===== config.mk =====
export PLATFORM = sky130hd
export DESIGN_NAME = grf_wb_arbiter
export DESIGN_NICKNAME = d
export VERILOG_FILES = /design/src/rtl/grf_wb_arbiter_pkg.sv /design/src/rtl/grf_wb_arbiter_wb_fifo.sv /design/src/rtl/grf_wb_arbiter.sv
export SDC_FILE = /design/constraint.sdc
export NUM_CORES = 1
export LEC_CHECK = 0
export BUFFER_PORTS_ARGS = -buffer_cell sky130_fd_sc_hd__buf_2
export CAP_MARGIN = 15
export CORE_ASPECT_RATIO = 0.7
export CORE_MARGIN = 5
export CORE_UTILIZATION = 48
export CTS_CLUSTER_DIAMETER = 100
export DETAILED_ROUTE_END_ITERATION = 6
export GPL_ROUTABILITY_DRIVEN = 0
export PLACE_DENSITY = 0.8
export SLEW_MARGIN = 20
export SYNTH_ARGS = -nofsm -noshare
export SYNTH_HDL_FRONTEND = slang
export SYNTH_HIERARCHICAL = 1
export SYNTH_SLANG_ARGS = --single-unit

===== constraint.sdc =====
create_clock -name clk -period 7.8 [get_ports clk]
set_clock_uncertainty 0.05 [all_clocks]
set_input_delay 0.39 -clock clk [delete_from_list [all_inputs] [get_ports clk]]
set_output_delay 0.39 -clock clk [all_outputs]
set_load 0.005 [all_outputs]

===== src/rtl/grf_wb_arbiter_pkg.sv =====
// Shared types for the GRF write-back arbiter: register/data widths, the
// write request bundle and the long-op FIFO entry.
package grf_wb_arbiter_pkg;

    localparam int unsigned REG_W    = 5;
    localparam int unsigned DATA_W   = 32;
    localparam int unsigned NUM_REGS = 32;

    typedef logic [REG_W-1:0]  reg_idx_t;
    typedef logic [DATA_W-1:0] data_t;

    typedef struct packed {
        logic     we;
        reg_idx_t a3;
        data_t    wd;
        data_t    pc;
    } wb_req_t;

    typedef struct packed {
        reg_idx_t a3;
        data_t    wd;
        data_t    pc;
    } lo_entry_t;

    // $0 is hard-wired, so it can never be a pending destination.
    function automatic logic is_pending(input reg_idx_t idx, input logic [NUM_REGS-1:0] pend);
        return (idx != '0) && pend[idx];
    endfunction

endpackage


===== src/rtl/grf_wb_arbiter_wb_fifo.sv =====
// Small synchronous FIFO holding long-op results until a free GRF write slot.
// The head is combinational so it can be written in the same cycle it pops.
module grf_wb_arbiter_wb_fifo
    import grf_wb_arbiter_pkg::*;
#(
    parameter int unsigned DEPTH = 2,
    parameter int unsigned PTR_W = $clog2(DEPTH)
) (
    input  logic      clk,
    input  logic      RE,
    input  logic      push,
    input  logic      pop,
    input  lo_entry_t din,
    output lo_entry_t head,
    output logic      full,
    output logic      empty
);

    lo_entry_t        mem_q [DEPTH];
    logic [PTR_W-1:0] wr_ptr_q;
    logic [PTR_W-1:0] rd_ptr_q;
    logic [PTR_W:0]   count_q;
    logic [PTR_W:0]   count_d;

    always_comb begin
        count_d = count_q;
        if (push && !pop) begin
            count_d = count_q + (PTR_W+1)'(1);
        end else if (pop && !push) begin
            count_d = count_q - (PTR_W+1)'(1);
        end
    end

    // DEPTH is a power of two, so the pointers wrap naturally.
    always_ff @(posedge clk) begin
        if (RE) begin
            wr_ptr_q <= '0;
            rd_ptr_q <= '0;
            count_q  <= '0;
        end else begin
            if (push) begin
                wr_ptr_q <= wr_ptr_q + PTR_W'(1);
            end
            if (pop) begin
                rd_ptr_q <= rd_ptr_q + PTR_W'(1);
            end
            count_q <= count_d;
        end
    end

    always_ff @(posedge clk) begin
        if (push && !RE) begin
            mem_q[wr_ptr_q] <= din;
        end
    end

    assign head  = mem_q[rd_ptr_q];
    assign full  = (count_q == (PTR_W+1)'(DEPTH));
    assign empty = (count_q == '0);

endmodule


===== src/rtl/grf_wb_arbiter.sv =====
// Arbitrates the single GRF write port between the W stage and buffered
// long-op results, and tracks in-flight long-op destinations for hazards.
module grf_wb_arbiter
    import grf_wb_arbiter_pkg::*;
#(
    parameter int unsigned DEPTH        = 2,
    parameter int unsigned STARVE_LIMIT = 4,
    parameter int unsigned PTR_W        = $clog2(DEPTH)
) (
    input  logic              clk,
    input  logic              RE,
    input  logic              wb_we,
    input  logic [REG_W-1:0]  wb_a3,
    input  logic [DATA_W-1:0] wb_wd,
    input  logic [DATA_W-1:0] wb_pc,
    input  logic              lo_valid,
    input  logic [REG_W-1:0]  lo_a3,
    input  logic [DATA_W-1:0] lo_wd,
    input  logic [DATA_W-1:0] lo_pc,
    output logic              lo_ready,
    input  logic              iss_valid,
    input  logic [REG_W-1:0]  iss_a3,
    input  logic [REG_W-1:0]  chk_rs,
    input  logic [REG_W-1:0]  chk_rt,
    input  logic [REG_W-1:0]  chk_rd,
    output logic              busy,
    output logic              stall_req,
    output logic              grf_we,
    output logic [REG_W-1:0]  grf_a3,
    output logic [DATA_W-1:0] grf_wd,
    output logic [DATA_W-1:0] grf_pc
);

    localparam int unsigned StarveW = $clog2(STARVE_LIMIT + 1);

    wb_req_t   pipe_req;
    wb_req_t   grf_req;
    lo_entry_t lo_in;
    lo_entry_t fifo_head;
    logic      fifo_full;
    logic      fifo_empty;
    logic      slot_free;
    logic      push;
    logic      pop;
    logic      head_waiting;

    logic [StarveW-1:0]  starve_q, starve_d;
    logic                stall_q, stall_d;
    logic [NUM_REGS-1:0] pending_q, pending_d;

    assign pipe_req = '{we: wb_we, a3: wb_a3, wd: wb_wd, pc: wb_pc};
    assign lo_in    = '{a3: lo_a3, wd: lo_wd, pc: lo_pc};

    // A write to $0 is architecturally a no-op, so it leaves the port free.
    assign slot_free    = !wb_we || (wb_a3 == '0);
    assign pop          = !RE && slot_free && !fifo_empty;
    assign lo_ready     = !RE && (!fifo_full || pop);
    assign push         = lo_valid && lo_ready && (lo_a3 != '0);
    assign head_waiting = !fifo_empty && !pop;

    grf_wb_arbiter_wb_fifo #(
        .DEPTH (DEPTH),
        .PTR_W (PTR_W)
    ) u_fifo (
        .clk   (clk),
        .RE    (RE),
        .push  (push),
        .pop   (pop),
        .din   (lo_in),
        .head  (fifo_head),
        .full  (fifo_full),
        .empty (fifo_empty)
    );

    always_comb begin
        grf_req    = pipe_req;
        grf_req.we = 1'b0;
        if (!RE) begin
            if (!slot_free) begin
                grf_req = pipe_req;
            end else if (!fifo_empty) begin
                grf_req = '{we: 1'b1, a3: fifo_head.a3, wd: fifo_head.wd, pc: fifo_head.pc};
            end
        end
    end

    assign grf_we = grf_req.we;
    assign grf_a3 = grf_req.a3;
    assign grf_wd = grf_req.wd;
    assign grf_pc = grf_req.pc;

    always_comb begin
        starve_d = starve_q;
        if (!head_waiting) begin
            starve_d = '0;
        end else if (starve_q != StarveW'(STARVE_LIMIT)) begin
            starve_d = starve_q + StarveW'(1);
        end
        stall_d = head_waiting && (starve_q >= StarveW'(STARVE_LIMIT - 1));
    end

    // Issue is applied after the pop clear so a re-issue of the same register wins.
    always_comb begin
        pending_d = pending_q;
        if (pop) begin
            pending_d[fifo_head.a3] = 1'b0;
        end
        if (iss_valid && (iss_a3 != '0)) begin
            pending_d[iss_a3] = 1'b1;
        end
    end

    always_ff @(posedge clk) begin
        if (RE) begin
            starve_q  <= '0;
            stall_q   <= 1'b0;
            pending_q <= '0;
        end else begin
            starve_q  <= starve_d;
            stall_q   <= stall_d;
            pending_q <= pending_d;
        end
    end

    assign stall_req = stall_q;
    assign busy      = !RE && (is_pending(chk_rs, pending_q) ||
                               is_pending(chk_rt, pending_q) ||
                               is_pending(chk_rd, pending_q));

endmodule


==> metrics.md, run 1 <==
| Metric | Value |
|---|---|
| Overall global routing resource usage | `0.184` |
| Post-Syn Area | `around 0.0086 sq mm` |
| Root Buffer | `clkbuf_16` |
| Die extent in y | `122 um` |
| Port bufs | `around 240` |
| EDFF count, synth | `138` |
| Endpoint, Worst Hold | `u_fifo/mem_q[1][48]$_DFFE_PP_` |
| Number of buffers created by CTS | `17` |
| # Post-CTS Setup Buffers | `0` |
| Layout area overhead | `21.7%` |
| Largest net degree at the start of global routing | `70` |
| Post-DP HPWL | `around 14,000 um` |
| Slew headroom | `0.330` |
| Core Util, Final | `0.589` |
| Area taken by multi-input logic gates | `between 0.003 and 0.004 sq mm` |
| Pwr/cell area | `about 220 mW/mm^2` |
| Setup WS post-layout | `4190 ps` |
| Cell with the most instances after synthesis | `edfxtp_1` |
| Vias per cell | `about 5.5` |
| Cell taking the most area after synthesis | `edfxtp_1` |
| Hold path startpoint | `lo_wd[16]` |
| I/O pin cnt | `about 240` |
| Mapped Cells | `between 500 and 600` |
| Req. time, crit path | `7360 ps` |
| Filler instances | `approximately 1,400` |
| # rows | `slightly above 40` |
| DRT iter0 DRCs | `484` |
| First-pass GRT wire length | `a little under 30,000 um` |
| Synth area leaders | `edfxtp_1 (48%), mux2_4 (12%), dfxtp_1 (9.3%)` |
| RSZ-0062 raised after global routing | `false` |
| Crit Path Class | `in -> out` |
| Hold Path Stages | `1` |
| Skew-Pair Late Insertion Delay | `approximately 420 ps` |
| Fin crit period | `about 3600 ps` |
| Post-route ant nets | `0` |
| Leakage Power | `4.18 nW` |
| F_max | `~280 MHz` |
| Place WS | `about 4000 ps` |
| Worst VDD drop | `~0.15 mV` |
| DR vias | `between 5,000 and 6,000` |
| CTS sink cnt | `approximately 180` |
| FF-to-FF setup slack | `approximately 4500 ps` |
| Final WL | `between 15,000 and 20,000 um` |
| Max cap viols | `0` |
| Crit-path most repeated cell | `buf_2` |
| Status | `finished clean` |
| Worst setup SP type | `primary input` |
| #FFs+latches synth | `between 150 and 200` |
| Post-Synthesis Mean Instance Area | `roughly 15 sq um` |
| Mapped Nets | `743` |
| Wire length per cell | `18.5 um` |
| H-tree depth | `4` |
| CTS clock-pin slew for the worst setup and hold paths | `70 ps` |
| Synth top area share | `0.479` |
| Worst Setup End Kind | `output pin` |
| Die Wd | `~170 um` |
| Reg2Reg Launch Point | `u_fifo/count_q[0]$_SDFFE_PP0P_` |
| Die ar. | `around 0.021 sq mm` |
| Clock Path Buffers | `2` |
| Hold Path Class | `in -> reg` |
| Synth warnings | `6` |
| TritonCTS clock tree | `built` |
| Post-synth top cells | `edfxtp_1 (138), mux2_2 (70), mux2_4 (70)` |
| Final period util | `0.463` |
| Share of the yosys chip area belonging to registers | `0.572` |
| CP max FO | `47` |
| R2r worst-path depth | `7` |
| # setup viols final | `0` |
| Antenna violations before repair | `2` |
| FF+latch area | `approximately 0.0049 sq mm` |
| Yosys cell types | `46` |
| Most used DFF post-synth | `edfxtp_1` |
| GRT Residual Overflow | `0` |
| Final Max Slew Viols | `0` |
| Final net count | `970` |
| DRT Pass-1 Iters | `7` |
| CP cell instances | `buf_2 -> nor2_1 -> nand2_4 -> buf_4 -> mux2_2 -> buf_2` |
| Final hold violation count | `0` |
| Vias in the first global route | `approximately 5,600` |
| TNS Setup | `0 ps` |
| Worst r2r dst | `u_fifo/mem_q[0][53]$_DFFE_PP_` |
| Post-cts resize count | `0` |
| WP data arrival | `approximately 3200 ps` |
| Core ar. | `approximately 0.018 sq mm` |
| Slew of the pin with the lowest slew margin | `about 1000 ps` |
| DR DRC count | `0` |
| Initial Util | `0.484` |
| Hold_buf cts | `0` |
| Worst path max stage delay | `between 700 and 800 ps` |
| Slowest cell on crit path | `buf_4` |
| Async SR Flop Fraction | `0` |
| Layout cells sized above 1 | `0.534` |
metrics by stage:
step / instances / cell area [sq um] / hold WS [ps] / power (mW)
2_1_floorplan: 576 / 8640 / 409 / 1.40
3_3_place_gp: 1020 / 9930 / 443 / 1.52
3_5_place_dp: 1020 / 9930 / 453 / 1.53
4_1_cts: 1052 / 10500 / 78.0 / 2.35
5_1_grt: 1053 / 10500 / 78.1 / 2.42
6_report: 1053 / 10500 / 103 / 2.33
power breakdown:
| part | switching [mW] | internal, mW | leakage [nW] |
|---|---|---|---|
| clock network | 0.393 | 0.431 | 0.283 |
| logic | 0.173 | 0.224 | 2.32 |
| registers | 0.0383 | 1.07 | 1.58 |
registers in the layout (all words and copies together), names as in the netlist, named ones only:
| register | cells |
|---|---|
| pending_q | 31 |
| u_fifo/wr_ptr_q | 1 |
| stall_req | 1 |
| u_fifo/count_q | 2 |
| starve_q | 3 |
| u_fifo/rd_ptr_q | 1 |
| u_fifo/mem_q | 138 |
layout by cell type, fill, tap and decap left out, types with 3 or more instances in the layout:
cell type	instances
a21oi_1	35
mux2i_1	8
xnor2_1	3
mux2_2	70
inv_8	4
nand3_1	4
mux2_4	70
clkbuf_16	17
nor2b_1	9
nand2_1	37
ha_1	4
nand3b_1	3
buf_4	3
nand2b_1	6
dfxtp_1	39
mux2_1	3
inv_6	5
buf_2	235
nand4b_1	5
o21ai_0	33
edfxtp_1	138
mux4_2	20
nand4_1	5
inv_1	8
nor2_1	17
logic make-up (layout without fill, tap and decap cells):
| family | after synthesis | count (layout) | synth area share |
|---|---|---|---|
| AO/OA/AOI/OAI | 82 | 82 | 0.0531 |
| XOR/XNOR | 5 | 5 | 0.00507 |
| adder cells (fa/ha/maj) | 4 | 4 | 0.00579 |
| buffers and inverters | 38 | 278 | 0.0282 |
| flip-flops | 178 | 178 | 0.572 |
| multiplexers | 171 | 171 | 0.278 |
| other | 0 | 1 | 0 |
| AND/OR/NAND/NOR | 98 | 98 | 0.0576 |
layer usage:
layer  track usage  wire (um)  up-vias
li1              -          -     2667
met1         0.250       7960     2779
met5             0          7        -
met3        0.0489       1960       30
met4        0.0569        285        2
met2         0.292       9260      270
critical path: cells and delay by family:
family                 cells  cell delay [ps]
buffers and inverters      3             1440
and+or+nand+nor            2              840
muxes                      1              400
worst max path at each step:
stage	from	slack, ps	endpoint	cells after the start
2_1_floorplan	wb_a3[3]	360	u_fifo/mem_q[0][0]$_DFFE_PP_	7
3_3_place_gp	RE	4160	u_fifo/count_q[1]$_SDFFE_PP0P_	9
3_5_place_dp	RE	4070	u_fifo/count_q[1]$_SDFFE_PP0P_	9
4_1_cts	RE	4230	grf_pc[0]	6
5_1_grt	RE	4050	grf_wd[31]	6
6_report	RE	4190	grf_pc[0]	6
layout make-up:
cell class / count / share of cell area
flip-flops and latches: 178 / 0.470
multi-input cells: 360 / 0.329
repair buffers: 238 / 0.114
clock buffers: 17 / 0.0404
well taps: 236 / 0.0281
clock inverters: 15 / 0.0150
inverters: 8 / 0.00285
diodes: 1 / 0.000238
(Power assumes the default switching activity.)
==> inputs of run 2 (changes only) <==
--- a/config.mk
+++ b/config.mk
@@ -5,6 +5,7 @@
 export SDC_FILE = /design/constraint.sdc
 export NUM_CORES = 1
 export LEC_CHECK = 0
+export ABC_AREA = 1
 export BUFFER_PORTS_ARGS = -buffer_cell sky130_fd_sc_hd__buf_2
 export CAP_MARGIN = 15
 export CORE_ASPECT_RATIO = 0.7
==> constraint.sdc (replaced) <==
create_clock -name clk -period 3.3 [get_ports clk]
set_clock_uncertainty 0.05 [all_clocks]
set_input_delay 0.165 -clock clk [delete_from_list [all_inputs] [get_ports clk]]
set_output_delay 0.165 -clock clk [all_outputs]
set_load 0.005 [all_outputs]
==> run 2 against run 1 <==
  * Critical path depth rose by 2
  * Synthesized area rose by 2.2%
  * Combinational power rose by 130%
  * Critical path type is now reg -> out
  * Critical endpoint unchanged
  * Largest power group unchanged
  * Highest routed layer unchanged
==> metrics.md, run 2 <==
| Metric | Value |
|---|---|
| Core ar. | `0.0181 sq mm (+1.1%)` |
| Hold path startpoint | `wb_we` |
| FF-to-FF setup slack | `1000 ps (-3490 ps)` |
| Final WL | `24,000 um (+23%)` |
| Overall global routing resource usage | `0.223 (+0.0391)` |
| Met1 usage | `0.282 (+0.0318)` |
| Die Wd | `172 um (+1.1%)` |
| # setup viols final | `0 (unchanged)` |
| Leakage Power | `5.03 nW (+21%)` |
| DR DRC count | `0 (unchanged)` |
| Hold Path Stages | `3 (+2)` |
| Place WS | `878 ps (-3190 ps)` |
| Most used DFF post-synth | `edfxtp_1` |
| Synth top area share | `0.469 (-0.0105)` |
| Total power draw | `5.49 mW (+140%)` |
| Crit Path Class | `reg -> out` |
| Fin crit period | `roughly 2500 ps` |
| Worst VDD drop | `0.366 mV (+150%)` |
| Worst path max stage delay | `400 ps (-330 ps)` |
| GRT Residual Overflow | `0 (unchanged)` |
| Layout area overhead | `29.9%` |
| CP max FO | `48 (+2.1%)` |
| First-pass GRT wire length | `37,200 um (+26%)` |
| Worst r2r dst | `u_fifo/mem_q[1][2]$_DFFE_PP_` |
| #FFs+latches synth | `179 (+0.56%)` |
| Worst Setup End Kind | `output pin` |
| Filler instances | `1,389 (-2.2%)` |
| Post-DP HPWL | `16,500 um (+16%)` |
| Endpoint, Worst Hold | `starve_q[1]$_SDFFE_PP0P_` |
| Post-synth top cells | `nand2_1 (386), edfxtp_1 (138), nand3_1 (71)` |
| Root Buffer | `clkbuf_16` |
| Die extent in y | `124 um (+1.0%)` |
| # rows | `41 (unchanged)` |
| Post-cts resize count | `0 (unchanged)` |
| TNS Setup | `0 ps (unchanged)` |
| Yosys cell types | `31 (-33%)` |
| Met3 Track Usage GR | `0.0489 (about the same)` |
| Most frequent cells in the layout | `nand2_1 (386), buf_2 (235), edfxtp_1 (138)` |
| Die ar. | `0.0213 sq mm (+2.1%)` |
| Core Util, Final | `0.636 (+0.0465)` |
| CP cell instances | `nor2_2 -> nor2_2 -> nand2_2 -> inv_2 -> buf_12 -> nand2_1 -> nand2_1 -> buf_2` |
| DRT iter0 DRCs | `815 (+68%)` |
| Hold_buf cts | `69 (+69)` |
| Mapped Nets | `1,118 (+50%)` |
| Number of buffers created by CTS | `17 (unchanged)` |
| I/O pin cnt | `236 (unchanged)` |
| Req. time, crit path | `3080 ps (-4280 ps)` |
| Max FFs per register | `138 (unchanged)` |
| DRT Pass-1 Iters | `6 (-1)` |
| Most common cell after layout, fill and taps aside | `nand2_1` |
| Largest regs | `u_fifo/mem_q x138, pending_q x32, starve_q x3` |
| Vias in the first global route | `7,523 (+35%)` |
| Largest Register | `u_fifo/mem_q` |
| TritonCTS clock tree | `built` |
| Synth area leaders | `edfxtp_1 (47%), nand2_1 (16%), dfxtp_1 (9.3%)` |
| Synth warnings | `6 (unchanged)` |
| Cell taking the most area after synthesis | `edfxtp_1` |
| Slew headroom | `0.521 (+0.191)` |
| Cell with the most instances after synthesis | `nand2_1` |
| EDFF count, synth | `138 (unchanged)` |
| Pwr/cell area | `478 mW/mm^2 (+120%)` |
| Layout cells sized above 1 | `0.293 (-0.242)` |
| RSZ-0062 raised after global routing | `false` |
| Hold Path Class | `in -> reg` |
| FF+latch area | `0.00497 sq mm (+0.46%)` |
| Reg2Reg Launch Point | `u_fifo/count_q[0]$_SDFFE_PP0P_` |
| Slowest cell on crit path | `inv_2` |
| Share of the yosys chip area belonging to registers | `0.562 (-0.0103)` |
| WP data arrival | `2240 ps (-930 ps)` |
| # Post-CTS Setup Buffers | `0 (unchanged)` |
| Initial Util | `0.489 (+0.00524)` |
| Port bufs | `235 (unchanged)` |
| Final net count | `1,411 (+45%)` |
| Mapped Cells | `951 (+65%)` |
| Final hold violation count | `0 (unchanged)` |
| Slew of the pin with the lowest slew margin | `716 ps (-289 ps)` |
| R2r worst-path depth | `9 (+2)` |
| Post-route ant nets | `0 (unchanged)` |
| Setup WS post-layout | `845 ps (-3340 ps)` |
| H-tree depth | `4 (unchanged)` |
| Antenna violations before repair | `3 (+1)` |
| F_max | `a little over 400 MHz` |
| Final period util | `0.744` |
| Skew-Pair Late Insertion Delay | `420 ps (about the same)` |
| Area taken by multi-input logic gates | `0.00334 sq mm (-3.4%)` |
| Post-Syn Area | `0.00884 sq mm (+2.2%)` |
| Largest net degree at the start of global routing | `70 (unchanged)` |
| Clock Path Buffers | `2 (unchanged)` |
| Status | `finished clean` |
| CTS clock-pin slew for the worst setup and hold paths | `70 ps (about the same)` |
| Wire length per cell | `16.1 um (-13%)` |
| Met2 Track Usage GR | `0.388 (+0.0954)` |
| DR vias | `7,750 (+35%)` |
| Async SR Flop Fraction | `0 (unchanged)` |
| Most Crowded Layer GR | `met2` |
| Vias per cell | `5.19 (-5.0%)` |
| Post-Synthesis Mean Instance Area | `9.29 sq um (-38%)` |
| Final Max Slew Viols | `0 (unchanged)` |
| Worst setup SP type | `flip-flop` |
| Max cap viols | `0 (unchanged)` |
| CTS sink cnt | `179 (+0.56%)` |
## run 2: cell count changes in the layout (fill, tap and decap cells not counted), sizes merged, moves of 6 or more
cell / delta
nand2b: -6
mux2: -74
nor2b: -9
nand3: +67
mux4: -20
nor3: +6
nand2: +349
mux2i: -8
inv: +64
nor2: +15
dlygate4sd3: +69
## run 2: logic make-up after synthesis
kind of cell	after synthesis	synth area share
compound gates	85	0.0504
xor+xnor	2	0.00198
fa+ha+maj	4	0.00566
buf+inv	114	0.0629
flops	179	0.562
mux	69	0.0922
simple gates	498	0.225
## run 2: critical path, delay by kind of cell (launching register included)
family	cells	cell delay [ps]
AND/OR/NAND/NOR	5	630
buffers and inverters	3	800
flip-flops	1	370
## run 2: metal layers
metal,vias to the layer above,share of wire
met5,-,0.0011
met4,4,0.023
met3,50,0.083
met2,338,0.49
met1,3603,0.40
li1,3755,-
## run 2: cell type report
| cell class | instances | area share |
|---|---|---|
| Antenna cell | 1 | 0.000218 |
| Clock buffer | 17 | 0.0371 |
| Sequential cell | 179 | 0.433 |
| Inverter | 76 | 0.0251 |
| Clock inverter | 15 | 0.0165 |
| Timing Repair Buffer | 312 | 0.171 |
| Tap cell | 236 | 0.0257 |
| Multi-Input combinational cell | 658 | 0.291 |
## run 2: stage by stage
| step | cell area, sq um | hold slack, ps | cells |
|---|---|---|---|
| finish | 11500 | 71.8 | 1494 |
| global route | 11500 | 79.2 | 1494 |
| floorplan | 8870 | 184 | 951 |
| detailed placement | 10200 | 306 | 1392 |
| CTS | 11500 | 59.8 | 1493 |
| global placement | 10200 | 304 | 1392 |
## run 2: worst max path at each step
stage | depth (start not counted) | slack [ps] | start | end
floorplan | 10 | 20 | wb_a3[2] | u_fifo/mem_q[1][0]$_DFFE_PP_
finish | 8 | 850 | u_fifo/count_q[0]$_SDFFE_PP0P_ | grf_pc[0]
global placement | 11 | 920 | wb_a3[4] | u_fifo/mem_q[1][28]$_DFFE_PP_
CTS | 8 | 880 | u_fifo/count_q[0]$_SDFFE_PP0P_ | grf_pc[0]
global route | 8 | 670 | u_fifo/count_q[0]$_SDFFE_PP0P_ | grf_pc[0]
detailed placement | 11 | 880 | wb_a3[4] | u_fifo/mem_q[1][5]$_DFFE_PP_
## run 2: where the power goes
group          leakage, nW  internal [mW]  switching [mW]
Clock                0.298           1.10           0.954
Combinational         3.15          0.406           0.491
Sequential            1.59           2.50          0.0344
==> inputs of run 3 (changes only) <==
--- a/config.mk
+++ b/config.mk
@@ -10,11 +10,11 @@
 export CAP_MARGIN = 15
 export CORE_ASPECT_RATIO = 0.7
 export CORE_MARGIN = 5
-export CORE_UTILIZATION = 48
+export CORE_UTILIZATION = 53
 export CTS_CLUSTER_DIAMETER = 100
 export DETAILED_ROUTE_END_ITERATION = 6
 export GPL_ROUTABILITY_DRIVEN = 0
-export PLACE_DENSITY = 0.8
+export PLACE_DENSITY = 0.83
 export SLEW_MARGIN = 20
 export SYNTH_ARGS = -nofsm -noshare
 export SYNTH_HDL_FRONTEND = slang
==> constraint.sdc (replaced) <==
create_clock -name clk -period 2.5 [get_ports clk]
set_clock_uncertainty 0.05 [all_clocks]
set_input_delay 0.125 -clock clk [delete_from_list [all_inputs] [get_ports clk]]
set_output_delay 0.125 -clock clk [all_outputs]
set_load 0.005 [all_outputs]
==> run 3 against run 2 <==
  * The run now ends with DRC left
  * Global-route usage up 2.7 points
  * Routed wire length up 3.7%
  * Sequential power up 32%
==> metrics.md, run 3 (synthesized netlist as in run 2, its figures left out) <==
| Metric | Value |
|---|---|
| Layout cells sized above 1 | `0.294 (+0.00145)` |
| # Post-CTS Setup Buffers | `0 (unchanged)` |
| Leakage Power | `5.04 nW (+0.25%)` |
| Overall global routing resource usage | `0.250 (+0.0273)` |
| Wire length per cell | `16.7 um (+4.1%)` |
| First-pass GRT wire length | `38,600 um (+3.7%)` |
| Initial Util | `0.541 (+0.0512)` |
| Die ar. | `0.0194 sq mm (-8.8%)` |
| Clock Path Buffers | `2 (unchanged)` |
| Worst Setup End Kind | `output pin` |
| Largest Register | `u_fifo/mem_q` |
| # setup viols final | `0 (unchanged)` |
| Slew of the pin with the lowest slew margin | `725 ps (+9.10 ps)` |
| Failing checks | `DRC` |
| Final WL | `24,900 um (+3.7%)` |
| TritonCTS clock tree | `built` |
| Final net count | `1,415 (+0.28%)` |
| CTS clock-pin slew for the worst setup and hold paths | `70 ps (about the same)` |
| F_max | `429 MHz` |
| Worst setup SP type | `flip-flop` |
| Root Buffer | `clkbuf_16` |
| Req. time, crit path | `2330 ps (-750 ps)` |
| Antenna violations before repair | `1 (-2)` |
| Vias in the first global route | `7,800 (+3.7%)` |
| Final hold violation count | `0 (unchanged)` |
| Post-route ant nets | `0 (unchanged)` |
| Sequential Power Share | `0.463 (about the same)` |
| DRT iter0 DRCs | `711 (-13%)` |
| Sw Share | `0.270 (about the same)` |
| Port bufs | `235 (unchanged)` |
| # rows | `39 (-4.9%)` |
| Hold Path Class | `in -> reg` |
| CTS sink cnt | `179 (unchanged)` |
| Skew-Pair Late Insertion Delay | `420 ps (about the same)` |
| Internal power | `5.28 mW (+32%)` |
| Fin crit period | `2330 ps` |
| Filler instances | `1,163 (-16%)` |
| RSZ-0062 raised after global routing | `false` |
| Core Util, Final | `0.703 (+0.0669)` |
| Number of buffers created by CTS | `17 (unchanged)` |
| Status | `finished with violations` |
| Post-DP HPWL | `16,600 um (+0.81%)` |
| Switching pwr | `1.95 mW (+32%)` |
| Logic pwr share | `0.168 (+0.004)` |
| Max FFs per register | `138 (unchanged)` |
| Worst VDD drop | `0.475 mV (+30%)` |
| Crit Path Class | `reg -> out` |
| Die extent in y | `118 um (-4.4%)` |
| Final Max Slew Viols | `0 (unchanged)` |
| DRT Pass-1 Iters | `7 (+1)` |
| Die Wd | `164 um (-4.6%)` |
| WP data arrival | `2150 ps (-90 ps)` |
| Most common cell after layout, fill and taps aside | `nand2_1` |
| Total power draw | `7.23 mW (+32%)` |
| Area after DPL | `0.0102 sq mm (+0.28%)` |
| Pwr/cell area | `629 mW/mm^2 (+32%)` |
| Largest regs | `u_fifo/mem_q x138, pending_q x32, starve_q x3` |
| Max cap viols | `0 (unchanged)` |
| I/O pin cnt | `236 (unchanged)` |
| DR DRC count | `1 (+1)` |
| Final period util | `0.932` |
| Vias per cell | `5.31 (+2.4%)` |
| H-tree depth | `4 (unchanged)` |
| DR vias | `7,896 (+1.9%)` |
| Layout area overhead | `30.0% (about the same)` |
| CP max FO | `56 (+17%)` |
| Slew headroom | `0.515 (-0.00609)` |
| Clock power frac | `0.369 (-0.005)` |
| Largest net degree at the start of global routing | `69 (-1.4%)` |
| GRT Residual Overflow | `0 (unchanged)` |
| Design area | `0.0115 sq mm (about the same)` |
| Most frequent cells in the layout | `nand2_1 (386), buf_2 (235), edfxtp_1 (138)` |
| Core ar. | `0.0163 sq mm (-9.5%)` |
run 3: changes by cell type in the layout (fill, tap and decap cells not counted):
cell / before / now
inv_8: 6 / 5
clkinv_4: 1 / 2
clkinv_8: 3 / 1
inv_6: 3 / 4
buf_12: 3 / 4
clkbuf_1: 0 / 1
buf_4: 5 / 8
run 3: stage by stage:
| stage | TNS (ps) | hold slack [ps] | worst slack, ps | instances |
|---|---|---|---|---|
| 3_5_place_dp | 0 | 267 | 334 | 1385 |
| 5_1_grt | 0 | 21.6 | 102 | 1487 |
| 6_report | 0 | 26.3 | 170 | 1487 |
| 2_1_floorplan | -61960 | 144 | -761 | 951 |
| 4_1_cts | 0 | 0.951 | 244 | 1486 |
| 3_3_place_gp | 0 | 264 | 386 | 1385 |
run 3: power by group through the flow:
stage | logic (mW) | registers, mW | clock network [mW]
2_1_floorplan | 0.683 | 3.39 | 0
3_3_place_gp | 1.06 | 3.41 | 0
3_5_place_dp | 1.08 | 3.41 | 0
4_1_cts | 1.18 | 3.35 | 2.67
5_1_grt | 1.32 | 3.36 | 2.83
6_report | 1.21 | 3.35 | 2.66
run 3: worst max-delay path, stage by stage, from the launching register on:
cell and delay (ps):
dfxtp_2 380, nor2_2 60, nor2_2 120, nand2_2 90, buf_4 190, inv_2 220
buf_12 270, nand2_1 130, nand2_1 110, buf_2 120
run 3: path summary, 6_finish.rpt:
check | from | cells after the start | end | slack, ps
worst max-delay path | u_fifo/count_q[0]$_SDFFE_PP0P_ | 9 | grf_pc[24] | 170
worst min-delay path | iss_a3[2] | 4 | pending_q[27]$_SDFF_PP0_ | 30
worst max register to register | u_fifo/count_q[0]$_SDFFE_PP0P_ | 9 | u_fifo/mem_q[0][7]$_DFFE_PP_ | 460
worst min register to register | u_fifo/wr_ptr_q$_SDFFE_PP0P_ | 2 | u_fifo/wr_ptr_q$_SDFFE_PP0P_ | 430
run 3: timing repair:
item,CTS,global route
endpoints found under the hold margin,138,0
resized for setup,0,0
hold buffers,69,0
run 3: layout make-up:
| class | instances | area, sq um | area share |
|---|---|---|---|
| Sequential cell | 179 | 4970 | 0.433 |
| Multi-Input combinational cell | 658 | 3340 | 0.291 |
| Timing Repair Buffer | 316 | 2010 | 0.175 |
| Clock buffer | 18 | 429 | 0.0374 |
| Inverter | 76 | 288 | 0.0251 |
| Tap cell | 225 | 282 | 0.0245 |
| Clock inverter | 14 | 163 | 0.0142 |
| Antenna cell | 1 | 2.50 | 0.000218 |
run 3: layer usage:
metal,up-vias,track usage,wire (um)
met5,-,0,0
met3,44,0.0543,2110
met4,0,0.0796,486
met2,408,0.425,12400
met1,3682,0.319,9860
li1,3762,-,-
